===== src/rtl/gcd_ctrl.sv =====
// gcd_ctrl: iterative subtract-based GCD of two 4-bit unsigned operands.
// Handshake: start launches a computation, abort cancels it, and done
// pulses for one cycle with the result on gcd.
// err flags the 0/0 case.
// All outputs come straight from flops.
module gcd_ctrl (
  input  logic       clk,
  input  logic       clr_n,
  input  logic       start,
  input  logic       abort,
  input  logic [3:0] xin,
  input  logic [3:0] yin,
  output logic       busy,
  output logic       done,
  output logic [3:0] gcd,
  output logic       err
);

  typedef enum logic [1:0] {
    IDLE = 2'd0,
    LOAD = 2'd1,
    CALC = 2'd2,
    DONE = 2'd3
  } state_e;

  state_e     state_q;
  logic [3:0] x_q, y_q;
  logic [3:0] gcd_q;
  logic       err_q, busy_q, done_q;

  // Subtractor results for the working registers.
  // The larger value is always the minuend when a result is used,
  // so no borrow can reach x or y.
  logic [3:0] x_sub_d, y_sub_d;

  // Both differences are computed every cycle; the FSM picks the one it needs.
  always_comb begin
    // NOTE: every always_comb output is assigned on every path, so no latch is inferred.
    x_sub_d = x_q - y_q;
    y_sub_d = y_q - x_q;
  end

  // Control FSM together with the working registers and the registered outputs.
  always_ff @(posedge clk or negedge clr_n) begin
    // NOTE: all state, the working registers included, is cleared asynchronously.
    // After reset nothing stale can reach gcd, and no done pulse can follow.
    if (!clr_n) begin
      state_q <= IDLE;
      x_q     <= 4'd0;
      y_q     <= 4'd0;
      gcd_q   <= 4'd0;
      err_q   <= 1'b0;
      busy_q  <= 1'b0;
      done_q  <= 1'b0;
    end else begin
      // NOTE: non-blocking assignments throughout.
      // Each decision therefore sees the register values from before this edge.
      done_q <= 1'b0;
      unique case (state_q)
        IDLE: begin
          // start wins over abort here; abort has no meaning in IDLE.
          if (start) begin
            x_q     <= xin;
            y_q     <= yin;
            err_q   <= 1'b0;
            busy_q  <= 1'b1;
            state_q <= LOAD;
          end
        end
        LOAD: begin
          if (abort) begin
            busy_q  <= 1'b0;
            state_q <= IDLE;
          end else begin
            state_q <= CALC;
          end
        end
        CALC: begin
          if (abort) begin
            // Cancel silently: gcd and err keep the previous result.
            busy_q  <= 1'b0;
            state_q <= IDLE;
          end else if (x_q == 4'd0 && y_q == 4'd0) begin
            gcd_q   <= 4'd0;
            err_q   <= 1'b1;
            busy_q  <= 1'b0;
            done_q  <= 1'b1;
            state_q <= DONE;
          end else if (x_q == 4'd0) begin
            gcd_q   <= y_q;
            busy_q  <= 1'b0;
            done_q  <= 1'b1;
            state_q <= DONE;
          end else if (y_q == 4'd0 || x_q == y_q) begin
            gcd_q   <= x_q;
            busy_q  <= 1'b0;
            done_q  <= 1'b1;
            state_q <= DONE;
          end else if (x_q > y_q) begin
            x_q <= x_sub_d;
          end else begin
            y_q <= y_sub_d;
          end
        end
        DONE: begin
          // Single-cycle pulse state.
          // A start seen here is dropped, not queued.
          state_q <= IDLE;
        end
        default: begin
          state_q <= IDLE;
        end
      endcase
    end
  end

  assign busy = busy_q;
  assign done = done_q;
  assign gcd  = gcd_q;
  assign err  = err_q;

endmodule

===== config.mk =====
export PLATFORM = sky130hd
export DESIGN_NAME = gcd_ctrl
export DESIGN_NICKNAME = d
export VERILOG_FILES = /design/src/rtl/gcd_ctrl.sv
export SDC_FILE = /design/constraint.sdc
export NUM_CORES = 1
export LEC_CHECK = 0
export ABC_AREA = 1
export CORE_MARGIN = 10
export CORE_UTILIZATION = 51
export CTS_BUF_LIST = sky130_fd_sc_hd__clkbuf_2 sky130_fd_sc_hd__clkbuf_4 sky130_fd_sc_hd__clkbuf_8
export CTS_CLUSTER_DIAMETER = 80
export DETAILED_ROUTE_END_ITERATION = 7
export GPL_TIMING_DRIVEN = 0
export MAX_ROUTING_LAYER = met4
export PLACE_DENSITY = 0.79
export SETUP_SLACK_MARGIN = 0.3
export SKIP_CTS_REPAIR_TIMING = 1
export SLEW_MARGIN = 10
export SYNTH_ARGS = -nofsm -noshare
export SYNTH_HDL_FRONTEND = slang
export SYNTH_SLANG_ARGS = --single-unit

===== constraint.sdc =====
create_clock -name clk -period 1.5 [get_ports clk]
set_input_delay 0.15 -clock clk [delete_from_list [all_inputs] [get_ports clk]]
set_output_delay 0.15 -clock clk [all_outputs]
set_load 0.01 [all_outputs]

======== Word level (Yosys, flattened, before mapping) ========
Index checks and enable logic that the tools add are counted.
cells by class
  order comparisons ....................... 1
  muxes and demuxes ....................... 40
  $add $sub $neg .......................... 2
  eq/ne operators ......................... 14
  bitwise logic cells ..................... 1
  reductions and logical operators ........ 14
operators by type and width
  operator                                                               count
  4-bit two-way mux                                                      15
  2-bit != test, second input constant                                   9
  4-bit case mux with 2 select lines                                     2
  1-bit two-way mux                                                      14
  7-bit AND reduction                                                    2
  2-bit two-way mux                                                      6
  4-bit zero test                                                        2
  2-bit case mux with 4 select lines                                     1
  4-bit AND reduction                                                    2
  4-bit subtractor                                                       2
  3-bit nonzero test                                                     2
  5-bit != test, second input constant                                   1
  2-bit equality test, second input constant                             2
  4-bit equality test                                                    1
  4-bit > comparator                                                     1
  1-bit case mux with 3 select lines                                     1
  3-bit AND reduction                                                    1
  2-bit by 1-bit equality test with 1-bit output, second input constant  1
  2-bit zero test                                                        1
  1-bit case mux with 2 select lines                                     1
  2-bit AND reduction                                                    1
  2-bit nonzero test                                                     1
  1-bit logical AND                                                      1
  1-bit logical OR                                                       1
  1-bit NOT                                                              1
storage, ports and cells
  bits of input ports ..................... 12
  logic and storage cells ................. 79
  flip-flop bits (word level) ............. 17

======== Depth between registers and ports, before layout ========
Gate-level depths: netlist of the first run.
  word-level depth ........................ 7
  mapped depth ............................ 12

======== Worst setup path after synthesis of the first run ========
OpenSTA, ideal clock, no wires.
  path type ............................... reg-to-reg
  start point ............................. register x_q[0]
  end point ............................... register y_q[2]
  stages on the path, launching flop included .. 11
  data arrival time ....................... 1.533 ns
  buffers on the path ..................... 0
  path slack .............................. -0.149 ns
  path through ............................ dfrtp_1 inv_1 ha_1 inv_1 fa_1 nand3_1 nand3_1 nand2_2 nand3_1 nand2_1 nand2_1
between the ends
  longest elaborated chain between the ends .. 7
RTL lines
  what                                RTL line  source
  from (decl)                         27        logic [3:0] x_q, y_q;
  from (signal assigned)              63        x_q <= xin;
  from (signal assigned)              100       x_q <= x_sub_d;
  4-bit subtractor                    40        y_sub_d = y_q - x_q;
  4-bit two-way mux                   99        end else if (x_q > y_q) begin
  4-bit two-way mux                   94        end else if (y_q == 4'd0 || x_q == y_q) begin
  4-bit two-way mux                   89        end else if (x_q == 4'd0) begin
  4-bit two-way mux                   83        end else if (x_q == 4'd0 && y_q == 4'd0) begin
  4-bit two-way mux                   79        if (abort) begin
  4-bit case mux with 2 select lines  59        unique case (state_q)
  to (signal assigned)                64        y_q <= yin;
  to (signal assigned)                102       y_q <= y_sub_d;
  to (decl)                           27
Several ways; a longest one is shown, not always the timed one. The select of a mux whose other input is x is not followed.
A chain may end at the register's enable or synchronous reset.

======== Worst setup path after layout of the first run ========
  start point ............................. register x_q[0]
  end point ............................... register y_q[3]
Same word-level chain as after synthesis.

==> results.toml, run 1 <==
[synth]
synthAdderAreaFrac = 0.1355
synthCells = 183
yosys.area_share.simple = 0.3540
ys_types = 23
synth_xor_area_frac = 0.01336
ys.warnings.count = 0
synth_compound_area_frac = 0.07634
synthesis.area_sq_mm = 0.001311
synth_mux_area_frac = 0
seq_area_frac_synth = 0.3244
ys_ff_latch = 17
syn-num-nets = 208
syn_area_per_cell_sq_um = 7.165
synth_top_family_by_area = "simple AND/OR/NAND/NOR gates"

[finish]
area_growth_pct = 44.94
n_antenna_cell = 0
nNetsFinal = 246
drive_above_1_share = 0.3273
stdcell_count = 250

[critical_path]
cp.required_ps = 1760
ff2ff_setup_slack_ps = -250
cp.arrival_ps = 2010
endpoint_kind = "flip-flop"
worstPathMaxFanout = 4
reg2reg_from = "x_q[0]"
cp-start-kind = "flip-flop"
r2r_end = "y_q[3]"
r2r_cells = 11
critPathKind = "flip-flop to flip-flop"

[sta]
tightestPinTransition_ps = 771.3
setup_viol = 15
holdWs_ps = 268.0
fin_crit_sh = 1.163
fin_ws_ps = -245.2
fmax_ghz = 0.5730
tns_ps = -2092
rsz0062_at_grt = "yes"
timing_max_transition_violations_final = 0
fin_crit_ps = 1745
hold_viol_final = 0
slew_headroom = 0.4842
finalClockSkew_ps = 5.974

[worst_hold_path]
hp-class = "input pin to async pin"

[detailed_routing]
vias_per_cell = 5.228
wirelength_microns = 3876
vias = 1307
ant_nets = 0
drt-initial-drc-count = 97
wire_per_inst_microns = 15.50
first_pass_iters = 4
drc = 0

[grt]
grt_pass1_vias = 1143
grt_pass1_wl_microns = 5244
grt_antenna_before_repair = 0
grt.overflow.total = 0
grt_usage = 0.1257
grt_max_degree = 18

[power]
p_sw_frac = 0.5163
p_leak_nw = 1.092
switching_power_mw = 2.455
combPwrFrac = 0.753
power_density_mw_per_mm2 = 2502
p_seq_frac = 0.190
clkPwrFrac = 0.058
p_int_mw = 2.301
peakVddDrop_v = 0.001563

[floorplanning]
dieArea_sq_mm = 0.004999
core_area_sq_mm = 0.002455
die_w_microns = 70.71
pin_count = 19
row_count = 18
die_h_microns = 70.71
initial_core_util = 0.5341

[cts]
tritoncts = "done"
root_buffer = "clkbuf_4"
cts_buffers = 3
path_clk_slew_ps = 110
htree_levels = 1
clk_path_buf_depth = 2
clkSinkCount = 17
clk_latency_ps = 320

[placement]
place_congestion = 0.9194
hpwl_microns = 2450
dp.cells = 231
io_buffers = 18
place_worst_setup_slack_ps = -247.3

[run_status]
violations = "negative setup slack"
status = "finished, violations left"

[flow_run]
maxCapViolCount = 0
-- state kept, by name, summed over array words and instances, names as in the netlist --
register / flops
err: 1
y_q: 4
x_q: 4
done: 1
state_q: 2
busy: 1
gcd: 4
-- through the flow --
| stage | util | cell area (sq um) | power [mW] |
|---|---|---|---|
| floorplan | - | 1354 | 2.809 |
| global placement | 0.6402 | 1572 | 3.326 |
| detailed placement | 0.6402 | 1572 | 3.420 |
| CTS | 0.6514 | 1599 | 3.687 |
| global route | 0.7742 | 1901 | 5.150 |
| finish | 0.7742 | 1901 | 4.756 |
-- how the worst max path moves through the flow --
stage / from / to / slack [ps] / depth (start not counted)
5_1_grt: x_q[0] / y_q[1] / -350 / 11
2_1_floorplan: x_q[0] / y_q[2] / -60 / 11
6_report: x_q[0] / y_q[3] / -250 / 11
4_1_cts: x_q[0] / y_q[3] / -280 / 11
3_5_place_dp: x_q[0] / y_q[3] / -250 / 11
3_3_place_gp: x_q[0] / y_q[3] / -200 / 11
-- critical path, cell delays in order (launching register included) --
cell	delay, ps
dfrtp_1	450
inv_2	100
ha_4	130
inv_2	40
fa_2	350
nand3_2	100
nand3_4	80
nand2_4	100
nand2_2	70
nor2_4	120
nand2_1	80
nand2_1	60
-- cells by family (layout without fill, tap and decap cells) --
logic type | count (synthesis) | after routing
XOR/XNOR | 2 | 2
AO/OA/AOI/OAI | 17 | 17
flip-flops | 17 | 17
adder cells (fa/ha/maj) | 13 | 13
AND/OR/NAND/NOR | 106 | 106
buffers and inverters | 28 | 65
-- power groups by stage --
| stage | Clock (mW) | Sequential [mW] | Combinational [mW] |
|---|---|---|---|
| floorplan | 0 | 0.862 | 1.95 |
| global placement | 0 | 0.872 | 2.45 |
| detailed placement | 0 | 0.889 | 2.53 |
| CTS | 0.262 | 0.879 | 2.55 |
| global route | 0.300 | 0.920 | 3.93 |
| finish | 0.274 | 0.902 | 3.58 |
-- cell usage after synthesis --
cell     number  area (sq um)
nor2_1       12         45.04
nand4_1       2         12.51
inv_6         1         8.760
a21oi_4       1         16.27
nor2_4        2         22.52
fa_1          2         40.04
ha_1         11         137.6
or2_2         1         6.260
xnor2_1       1         8.760
inv_2         1         3.750
inv_1        23         86.33
xor2_1        1         8.760
a21oi_2       1         8.760
nor2_2        1         6.260
o21ai_0       9         45.04
a21oi_1       6         30.03
buf_6         2         22.52
nand3_1      12         60.06
buf_2         1         5.000
dfrtp_1      17         425.4
nand2_1      67         251.5
nand2_2       8         50.05
nand3_2       1         10.01
-- metal layers --
| metal | GRT usage | up-vias | part of all wire |
|---|---|---|---|
| met5 | - | - | 0 |
| met4 | 0.03226 | 0 | 0.024 |
| met3 | 0.02510 | 9 | 0.048 |
| met2 | 0.2127 | 41 | 0.49 |
| met1 | 0.1476 | 616 | 0.44 |
| li1 | - | 641 | - |
-- cell type report --
| class | count | area (sq um) |
|---|---|---|
| flip-flops and latches | 17 | 426.7 |
| inverters | 25 | 103.9 |
| plain buffers | 3 | 27.53 |
| clock inverters | 1 | 5.005 |
| well taps | 30 | 37.54 |
| clock buffers | 3 | 22.52 |
| repair buffers | 33 | 314.1 |
| fillers | 162 | 554.3 |
| multi-input cells | 138 | 963.4 |
-- layout by cell type, fill, tap and decap left out, types with 3 or more instances in the layout --
master | synthesis | routed
nor2_1 | 12 | 11
nand3_2 | 1 | 3
buf_6 | 2 | 3
buf_4 | 0 | 14
a21oi_1 | 6 | 4
clkbuf_4 | 0 | 3
ha_1 | 11 | 5
clkdlybuf4s50_1 | 0 | 11
nand2_2 | 8 | 12
nand2_1 | 67 | 55
o21ai_0 | 9 | 6
ha_4 | 0 | 6
dlymetal6s2s_1 | 0 | 7
nand2_4 | 0 | 8
dfrtp_1 | 17 | 16
nand3_1 | 12 | 8
inv_2 | 1 | 4
inv_1 | 23 | 18
No activity file was read; power rests on OpenSTA's default activity.
==> run 2, diff against run 1 <==
--- a/config.mk
+++ b/config.mk
@@ -10,6 +10,7 @@
 export CORE_UTILIZATION = 51
 export CTS_BUF_LIST = sky130_fd_sc_hd__clkbuf_2 sky130_fd_sc_hd__clkbuf_4 sky130_fd_sc_hd__clkbuf_8
 export CTS_CLUSTER_DIAMETER = 80
+export CTS_CLUSTER_SIZE = 30
 export DETAILED_ROUTE_END_ITERATION = 7
 export GPL_TIMING_DRIVEN = 0
 export MAX_ROUTING_LAYER = met4
==> results of run 2 <==
No change in the layout: final DEF, timing and power equal those of run 1.
==> run 3, diff against run 2 <==
--- a/config.mk
+++ b/config.mk
@@ -7,14 +7,13 @@
 export LEC_CHECK = 0
 export ABC_AREA = 1
 export CORE_MARGIN = 10
-export CORE_UTILIZATION = 51
+export CORE_UTILIZATION = 23
 export CTS_BUF_LIST = sky130_fd_sc_hd__clkbuf_2 sky130_fd_sc_hd__clkbuf_4 sky130_fd_sc_hd__clkbuf_8
 export CTS_CLUSTER_DIAMETER = 80
 export CTS_CLUSTER_SIZE = 30
 export DETAILED_ROUTE_END_ITERATION = 7
 export GPL_TIMING_DRIVEN = 0
 export MAX_ROUTING_LAYER = met4
-export PLACE_DENSITY = 0.79
 export SETUP_SLACK_MARGIN = 0.3
 export SKIP_CTS_REPAIR_TIMING = 1
 export SLEW_MARGIN = 10
==> results.toml, run 3 (synthesis gave the netlist of run 1 again) <==
[detailed_routing]
wire_per_inst_microns = 11.90
drt-initial-drc-count = 51
first_pass_iters = 4
ant_nets = 0
wirelength_microns = 3438
vias_per_cell = 4.211
vias = 1217
drc = 0

[critical_path]
endpoint_kind = "flip-flop"
critPathKind = "flip-flop to flip-flop"
cp.required_ps = 1690
worstPathMaxFanout = 4
reg2reg_from = "x_q[0]"
cp.arrival_ps = 1980
cp-start-kind = "flip-flop"
crit_path_start = "x_q[0]"

[run_status]
status = "finished, violations left"
violations = "negative setup slack"

[grt]
grt_pass1_wl_microns = 5175
grt_pass1_vias = 1182
grt.overflow.total = 0
grt_max_degree = 18
grt_antenna_before_repair = 0
grt_usage = 0.07288

[cts]
tritoncts = "done"
htree_levels = 1
clk_path_buf_depth = 2
root_buffer = "clkbuf_8"
clk_latency_ps = 250
clkSinkCount = 17
path_clk_slew_ps = 70
cts_buffers = 3

[sta]
setup_viol = 9
timing_max_transition_violations_final = 0
fin_ws_ps = -285.7
finalClockSkew_ps = 0.7043
hold_viol_final = 0
fin_crit_sh = 1.190
slew_headroom = 0.4732
rsz0062_at_grt = "yes"
fin_crit_ps = 1786
fmax_ghz = 0.5600
tightestPinTransition_ps = 787.8
holdWs_ps = 356.4

[floorplanning]
row_count = 27
initial_core_util = 0.2381
die_h_microns = 95.51
core_area_sq_mm = 0.005507
dieArea_sq_mm = 0.009121
die_w_microns = 95.51
pin_count = 19

[finish]
final_cell_mix = "56 x nand2_1, 15 x inv_1, 13 x dfrtp_1"
fin_util = 0.3540
stdcell_count = 289
area_growth_pct = 48.66
n_antenna_cell = 0
drive_above_1_share = 0.3410
nNetsFinal = 243
mostFrequentLayoutCell = "nand2_1"

[placement]
hpwl_microns = 2437
dp.cells = 273
place_congestion = 0.8413
io_buffers = 18
place_worst_setup_slack_ps = -255.5

[power]
p_leak_nw = 1.073
peakVddDrop_v = 0.0005748
power_density_mw_per_mm2 = 2376

[worst_hold_path]
hp-class = "input pin to async pin"

[flow_run]
maxCapViolCount = 0
## run 3: changes by cell type in the layout (fill, tap and decap cells not counted), moves of 2 or more
cell,change
inv_2,+3
clkbuf_4,-2
dfrtp_2,+3
buf_4,-3
clkbuf_8,+3
inv_1,-3
dfrtp_1,-3
## run 3: metrics by stage
stage	setup TNS, ps	power, mW	instance area (sq um)
4_1_cts	-2578	3.794	1673
3_5_place_dp	-2277	3.406	1624
3_3_place_gp	-2173	3.387	1624
2_1_floorplan	-428.9	2.809	1354
5_1_grt	-3204	5.104	1949
6_report	-1947	4.631	1949
## run 3: worst max-delay path: stages, from the launching register on
cell	delay, ps
dfrtp_2	450
inv_2	90
ha_4	140
inv_2	40
fa_2	350
nand3_2	110
nand3_4	90
nand2_4	120
nand2_4	60
nor2_4	140
nand2_1	70
nand2_1	60
## run 3: final cells by class
cell class	count	area, sq um
Sequential cell	17	430.4
Inverter	25	106.4
Multi-Input combinational cell	138	945.9
Timing Repair Buffer	30	291.5
Clock buffer	4	48.80
Fill cell	549	3557
Tap cell	72	90.09
Buffer	3	36.28
## run 3: final timing paths
path	cells past startpoint	endpoint	slack [ps]
min	1	y_q[2]	360
min in group clk	2	busy	470
max	11	y_q[2]	-290
max reg2reg	11	y_q[2]	-290
min reg2reg	2	busy	470
max in group asynchronous	1	state_q[1]	600
## run 3: routing by layer
layer  track usage  vias to the layer above  routed length [microns]
li1              -                      638                        -
met1       0.08530                      551                     1513
met2        0.1210                       22                     1779
met3       0.01728                        6                       89
met4       0.02211                        0                       57
met5             -                        -                        0
## run 3: report_power, final
group | internal [mW] | switching [mW] | leakage, nW
sequential | 0.678 | 0.229 | 0.212
combinational | 1.46 | 1.90 | 0.834
clock | 0.207 | 0.159 | 0.0262
total | 2.34 | 2.29 | 1.07
